===== config.mk =====
export PLATFORM = sky130hd
export DESIGN_NAME = uart_boot_loader
export DESIGN_NICKNAME = d
export VERILOG_FILES = /design/src/rtl/uart_boot_loader.sv
export SDC_FILE = /design/constraint.sdc
export NUM_CORES = 1
export LEC_CHECK = 0
export BUFFER_PORTS_ARGS = -buffer_cell sky130_fd_sc_hd__buf_2
export CORE_MARGIN = 8
export CORE_UTILIZATION = 44
export CTS_CLUSTER_DIAMETER = 200
export DETAILED_ROUTE_END_ITERATION = 8
export GPL_ROUTABILITY_DRIVEN = 0
export SLEW_MARGIN = 20
export SYNTH_ARGS = -nofsm -noshare
export SYNTH_HDL_FRONTEND = slang
export SYNTH_SLANG_ARGS = --single-unit
export TNS_END_PERCENT = 20

===== constraint.sdc =====
create_clock -name clk -period 6.7 [get_ports clk]
set_input_delay 1.34 -clock clk [delete_from_list [all_inputs] [get_ports clk]]
set_output_delay 1.34 -clock clk [all_outputs]
set_load 0.01 [all_outputs]

===== src/rtl/uart_boot_loader.sv =====
// UART boot loader: receives an image over rx and writes it to memory, holding the core in reset.
// Define BOOT_CHECKSUM_EN to require a trailing XOR checksum byte before release.
module uart_boot_loader #(
    parameter int CLK_FREQ    = 12000000,
    parameter int BIT_RATE    = 115200,
    parameter int MEMORY_SIZE = 128
) (
    input  logic        clk,
    input  logic        reset,
    input  logic        rx,
    output logic        memory_write,
    output logic [31:0] address,
    output logic [31:0] write_data,
    output logic [2:0]  option,
    output logic        core_reset,
    output logic        done,
    output logic        error
);
    localparam int CPB = CLK_FREQ / BIT_RATE;
    localparam logic [15:0] CPB_M1 = 16'(CPB - 1);
    localparam logic [15:0] HALF_M1 = 16'(CPB / 2 - 1);
    localparam logic [8:0] MAX_WORDS = 9'(MEMORY_SIZE / 4);

    typedef enum logic [1:0] {R_IDLE, R_START, R_BITS, R_STOP} rx_state_t;
    typedef enum logic [2:0] {
        SYNC, LEN, DATA, WRITE,
`ifdef BOOT_CHECKSUM_EN
        CHECK,
`endif
        DONE, ERROR
    } state_t;

`ifdef BOOT_CHECKSUM_EN
    localparam state_t AFTER_LOAD = CHECK;
`else
    localparam state_t AFTER_LOAD = DONE;
`endif

    logic        rx_m, rx_s, rx_q;
    rx_state_t   rx_st;
    logic [15:0] cnt;
    logic [2:0]  bit_idx;
    logic [7:0]  shreg, rx_byte;
    logic        byte_valid, frame_err;

    state_t      state;
    logic [1:0]  byte_cnt;
    logic [7:0]  word_idx, n_words;
`ifdef BOOT_CHECKSUM_EN
    logic [7:0]  csum;
`endif

    assign option = 3'b010;

    // rx_q delays rx_s once more so a falling edge can be detected
    always_ff @(posedge clk or posedge reset) begin
        if (reset) begin
            rx_m <= 1'b1;
            rx_s <= 1'b1;
            rx_q <= 1'b1;
        end else begin
            rx_m <= rx;
            rx_s <= rx_m;
            rx_q <= rx_s;
        end
    end

    always_ff @(posedge clk or posedge reset) begin
        if (reset) begin
            rx_st      <= R_IDLE;
            cnt        <= '0;
            bit_idx    <= '0;
            shreg      <= '0;
            rx_byte    <= '0;
            byte_valid <= 1'b0;
            frame_err  <= 1'b0;
        end else begin
            byte_valid <= 1'b0;
            frame_err  <= 1'b0;
            unique case (rx_st)
                R_IDLE: if (rx_q && !rx_s) begin
                    rx_st <= R_START;
                    cnt   <= '0;
                end
                R_START: if (cnt == HALF_M1) begin
                    rx_st   <= rx_s ? R_IDLE : R_BITS;
                    cnt     <= '0;
                    bit_idx <= '0;
                end else begin
                    cnt <= cnt + 16'd1;
                end
                R_BITS: if (cnt == CPB_M1) begin
                    shreg   <= {rx_s, shreg[7:1]};
                    cnt     <= '0;
                    bit_idx <= bit_idx + 3'd1;
                    if (bit_idx == 3'd7)
                        rx_st <= R_STOP;
                end else begin
                    cnt <= cnt + 16'd1;
                end
                R_STOP: if (cnt == CPB_M1) begin
                    rx_st <= R_IDLE;
                    cnt   <= '0;
                    if (rx_s) begin
                        byte_valid <= 1'b1;
                        rx_byte    <= shreg;
                    end else begin
                        frame_err <= 1'b1;
                    end
                end else begin
                    cnt <= cnt + 16'd1;
                end
                default: rx_st <= R_IDLE;
            endcase
        end
    end

    always_ff @(posedge clk or posedge reset) begin
        if (reset) begin
            state        <= SYNC;
            memory_write <= 1'b0;
            address      <= '0;
            write_data   <= '0;
            core_reset   <= 1'b1;
            done         <= 1'b0;
            error        <= 1'b0;
            byte_cnt     <= '0;
            word_idx     <= '0;
            n_words      <= '0;
`ifdef BOOT_CHECKSUM_EN
            csum         <= '0;
`endif
        end else begin
            memory_write <= 1'b0;
            if (frame_err && state != DONE && state != ERROR) begin
                state <= ERROR;
            end else begin
                unique case (state)
                    SYNC: if (byte_valid && rx_byte == 8'hA5)
                        state <= LEN;
                    LEN: if (byte_valid) begin
                        n_words  <= rx_byte;
                        byte_cnt <= '0;
                        word_idx <= '0;
                        if ({1'b0, rx_byte} > MAX_WORDS)
                            state <= ERROR;
                        else if (rx_byte == 8'd0)
                            state <= AFTER_LOAD;
                        else
                            state <= DATA;
                    end
                    DATA: if (byte_valid) begin
                        // first byte clears the word so no stale bytes survive
                        if (byte_cnt == 2'd0)
                            write_data <= {24'd0, rx_byte};
                        else
                            write_data[{byte_cnt, 3'b000} +: 8] <= rx_byte;
`ifdef BOOT_CHECKSUM_EN
                        csum <= csum ^ rx_byte;
`endif
                        byte_cnt <= byte_cnt + 2'd1;
                        if (byte_cnt == 2'd3) begin
                            state        <= WRITE;
                            memory_write <= 1'b1;
                            address      <= {22'd0, word_idx, 2'b00};
                        end
                    end
                    WRITE: begin
                        word_idx <= word_idx + 8'd1;
                        if (word_idx + 8'd1 == n_words)
                            state <= AFTER_LOAD;
                        else
                            state <= DATA;
                    end
`ifdef BOOT_CHECKSUM_EN
                    CHECK: if (byte_valid)
                        state <= (rx_byte == csum) ? DONE : ERROR;
`endif
                    DONE: begin
                        core_reset <= 1'b0;
                        done       <= 1'b1;
                    end
                    ERROR: begin
                        core_reset <= 1'b1;
                        error      <= 1'b1;
                    end
                    default: state <= ERROR;
                endcase
            end
        end
    end
endmodule


* Word level (Yosys, flattened, before mapping)
Cells that the tools add are included.
Cells by class: add/sub/neg operators 5, equality and inequality tests 28, $lt $le $gt $ge 1, shift operators 2, muxes and demuxes 41, reductions and logical operators 28, bitwise gates (word level) 1
Operators with widths (count):
- $mux W16 | 3
- $pmux W16 S3 | 1
- $bwmux W32 | 1
- $mux W32 | 1
- $shift A8 B7 Y32 const A | 1
- $shiftx A8 B7 Y32 | 1
- $mux W3 | 10
- $ne A3 B3 Y1 const B | 6
- $add A16 B1 Y16 const B | 1
- $eq A16 B6 Y1 const B | 1
- $eq A16 B7 Y1 const B | 1
- $mux W2 | 8
- $pmux W8 S2 | 1
- $pmux W3 S5 | 1
- $reduce_and A3 Y1 | 5
- $ne A2 B2 Y1 const B | 7
- $mux W1 | 10
- $reduce_and A5 Y1 | 2
- $eq A3 B3 Y1 const B | 3
- $add A8 B1 Y8 const B | 1
- $eq A8 B8 Y1 | 1
- $eq A8 B8 Y1 const B | 1
- $gt A8 B6 Y1 const B | 1
- $logic_not A8 Y1 | 1
- other kinds (22) | 37
Word-level totals: register bits 107, word-level logic and storage cells 126

* Longest topological paths before layout
depth after elaboration 6, mapped depth 7, mapped depth without buffers 6

* Worst setup path before layout
Ideal clock, no wire load.
kind reg2reg, start point register cnt[9], end point register rx_byte[0], path buffers 1, path slack 4.496 ns, arrival 2.079 ns, setup time 0.125 ns, stages on the path, launching flop included 7, cells stage by stage dfrtp_1 or4_4 nor4_4 nand3_4 or2_1 buf_6 mux2_4
Between the ends: longest elaborated chain between the ends 2
Ends and longest elaborated chain:
- from (decl) | RTL line 41 | logic [15:0] cnt;
- from (signal assigned) | RTL line 90 | cnt <= cnt + 16'd1;
- from (signal assigned) | RTL line 99 | cnt <= cnt + 16'd1;
- from (signal assigned) | RTL line 111 | cnt <= cnt + 16'd1;
- $eq A16 B7 Y1 | RTL line 101 | R_STOP: if (cnt == CPB_M1) begin
- $reduce_and A3 Y1 (no line)
- to (signal assigned) | RTL line 106 | rx_byte <= shreg;
- to (decl) | RTL line 43 | logic [7:0] shreg, rx_byte;
No other way between the ends. A chain may end at the register's enable or synchronous reset.

* Final worst setup path
start point register cnt[0], end point register rx_st[0]
Between the ends: longest elaborated chain between the ends 3
Ends and longest elaborated chain:
- $eq A16 B7 Y1 or $eq A16 B6 Y1 (tied branches) | RTL line 92, 101, 85
- $ne A2 B2 Y1 (no line)
- $reduce_and A5 Y1 (no line) *
- to (signal assigned) | RTL line 86 | rx_st <= rx_s ? R_IDLE : R_BITS;
- to (decl) | RTL line 40 | rx_state_t rx_st;
Mark *: on every way between the ends. The rest lies on a longest branch, timed or not.

==> impl_metrics.json <==
{
  "synth_top_area_share_pct": 48.7,
  "cellPowerDensity_nw_per_um2": 247,
  "rows": 40,
  "fillerInstances": 1080,
  "grt-ovfl-total": 0,
  "postCtsSetupBuffers": 0,
  "cts_htree_levels": 3,
  "netlist_area_um2": 5290,
  "cpPeakStageDelay_ns": 0.60,
  "rsz0062_at_grt": "false",
  "die_h_um": 126,
  "clk_pin_slew_ns": 0.07,
  "drc": 0,
  "cap_violations": 0,
  "outcome": "completed",
  "p_leak_nw": 2.80,
  "ys.flop_type": "dfrtp_1",
  "io_pins": 74,
  "placed_cells": 693,
  "cts_made_buffers": 9,
  "nets": 570,
  "worst_slew_pin_slew_ns": 1.04,
  "vias_per_cell": 5.27,
  "holdWs_ns": 0.356,
  "ctsLongestPathBuffers": 2,
  "first_iter_violations": 217,
  "crit_required_ns": 6.94,
  "synth_edf_count": 0,
  "report.power.total_mw": 1.45,
  "hold_class": "reg2reg",
  "cp-start-kind": "register",
  "worstRegToRegCells": 6,
  "die-area_um2": 15800,
  "drt-total-wl_um": 11100,
  "end_kind": "register",
  "grt_usage_pct": 14.3,
  "initial_core_util_pct": 44.6,
  "slew_viol_final": 0,
  "coreArea_um2": 11900,
  "crit_fanout": 16,
  "cts.sinks": 107,
  "antenna-diode-count": 0,
  "synth_cell_type_count": 58,
  "hold_path_end": "rx_s$_DFF_PP1_",
  "setup_violations": 0,
  "hp-start": "rx_m$_DFF_PP1_",
  "syn_to_final_growth_pct": 10.4,
  "ys_async_sr_fraction_pct": 100,
  "grt_first_pass_wirelength_um": 18300,
  "r2r_slack_ns": 3.99,
  "fmax_mhz": 369,
  "synth-seq-cells": 107,
  "dr.pass1.iters": 4,
  "ys_seq_area_share_pct": 50.7,
  "syn_inst": 527,
  "fin_skew_ns": 0.00861,
  "crit_type": "reg2reg",
  "portBuffers": 46,
  "crit_slowest_cell": "or4b_2",
  "r2r_start": "cnt[0]$_DFFE_PP0P_",
  "hold_viol_final": 0,
  "drive_above_1_share_pct": 19.8,
  "relSlewSlack_pct": 30.6,
  "vias": 3733,
  "final_cell_count_no_fill": 709,
  "clk_latency_ns": 0.35,
  "antenna_found_initial": 0,
  "path_cells": "ha_1 -> or4b_2 -> nor4_1 -> o21bai_1 -> nand2_1 -> mux2_2",
  "dp_hpwl_um": 7730,
  "hold_buffers": 0,
  "ys_warn_count": 0,
  "cts-root-buf": "clkbuf_16",
  "setup-tns-final_ns": 0,
  "postSynthAreaPerCell_um2": 10.0,
  "peakVddDrop_v": 0.000257,
  "hold_depth": 0,
  "cp_data_arrival_time_ns": 2.95,
  "min_period_ns": 2.71,
  "wire_per_inst_um": 15.7,
  "min_period_over_period_pct": 40.5,
  "yosysTopAreaCell": "dfrtp_1",
  "reg2reg_to": "rx_st[0]$_DFFE_PP0P_",
  "cts_resized": 0,
  "postRouteAntennaNets": 0,
  "cts_tree": "yes",
  "grt_pass1_vias": 3555,
  "fp.dieW_um": 126,
  "grt_start_max_net_pins": 56,
  "synth_area_leaders": "dfrtp_1, mux2_2, nand2_1"
}
-- registers in the layout, indices dropped and copies added (netlist names), named ones only --
name / flops
address: 8
bit_idx: 3
byte_cnt: 2
byte_valid: 1
cnt: 16
core_reset: 1
done: 1
error: 1
frame_err: 1
memory_write: 1
n_words: 8
rx_byte: 8
rx_m: 1
rx_q: 1
rx_s: 1
rx_st: 1
shreg: 8
state: 3
word_idx: 8
write_data: 32
-- cells in the mapped netlist, drive strengths merged (5+ instances only) --
cell,number
dfrtp,103
nand2,81
o21ai,55
mux2,35
buf,31
nand3,26
inv,24
clkbuf,23
nor2,17
nor4,12
ha,10
nor3,8
a31oi,7
o211ai,6
xnor2,6
xor2,5
-- layout by cell type, fill, tap and decap left out, types with 9 or more instances in the layout --
master     netlist  layout
mux2_2          27      27
nor2_1          16      16
dfrtp_1        103     103
nand3_1         25      25
nor4_1          11      11
clkbuf_16        0       9
o21ai_0         53      53
nand2_1         81      81
ha_1            10      10
conb_1           2      27
inv_1           24      23
buf_2            2      46
-- kinds of logic (layout without fill, tap and decap cells) --
kind of cell | count (synthesis) | after routing | share of synthesized area (%)
other | 2 | 27 | 0.142
buffers and inverters | 78 | 88 | 7.64
XOR/XNOR | 11 | 11 | 1.82
multiplexers | 35 | 35 | 8.02
AND/OR/NAND/NOR | 181 | 181 | 17.1
flip-flops | 107 | 107 | 50.7
adder cells (fa/ha/maj) | 10 | 10 | 2.37
AO/OA/AOI/OAI | 103 | 103 | 12.2
-- stage by stage --
step	utilization [%]	setup slack, ns	cell area [um2]
6_report	49.3	3.99	5840
5_1_grt	49.3	3.75	5840
4_1_cts	49.3	4.03	5840
3_5_place_dp	46.4	4.02	5510
3_3_place_gp	46.4	4.06	5510
2_1_floorplan	-	2.55	5380
-- report_power, final --
part           internal [mW]  leakage, nW  switching [mW]  total, mW
logic                 0.0505         1.17          0.0989      0.149
registers              0.666         1.47          0.0327      0.699
clock network          0.365        0.160           0.232      0.597
-- worst max-delay path by stage --
stage | from | to | slack, ns | depth (start not counted)
6_report | cnt[0]$_DFFE_PP0P_ | rx_st[0]$_DFFE_PP0P_ | 3.99 | 6
5_1_grt | cnt[0]$_DFFE_PP0P_ | rx_st[0]$_DFFE_PP0P_ | 3.75 | 6
4_1_cts | cnt[0]$_DFFE_PP0P_ | cnt[12]$_DFFE_PP0P_ | 4.03 | 6
3_5_place_dp | reset | shreg[3]$_DFFE_PP0P_ | 4.02 | 3
3_3_place_gp | reset | shreg[2]$_DFFE_PP0P_ | 4.06 | 3
2_1_floorplan | reset | async pin | 2.55 | 1
-- layer usage --
layer | wire length [um] | GRT usage [%] | vias up
met2 | 5400 | 22.9 | 73
met3 | 554 | 5.27 | 7
met4 | 93 | 3.58 | 0
li1 | - | - | 1847
met1 | 5090 | 17.8 | 1806
met5 | 0 | 0 | -
-- layout make-up --
| cell class | instances | area (um2) | area share (%) |
|---|---|---|---|
| flip-flops and latches | 107 | 2680 | 45.9 |
| multi-input cells | 367 | 2300 | 39.4 |
| repair buffers | 48 | 245 | 4.20 |
| clock buffers | 11 | 233 | 3.98 |
| well taps | 147 | 184 | 3.15 |
| clock inverters | 5 | 103 | 1.76 |
| inverters | 24 | 92.6 | 1.58 |
-- worst max-delay path, delay by kind of cell (launching register included) --
family                   cells  cell delay, ns
multiplexers                 1            0.37
AO/OA/AOI/OAI                1            0.38
flip-flops                   1            0.39
AND/OR/NAND/NOR              3            1.20
adder cells (fa/ha/maj)      1            0.26
(Power assumes the default switching activity.)
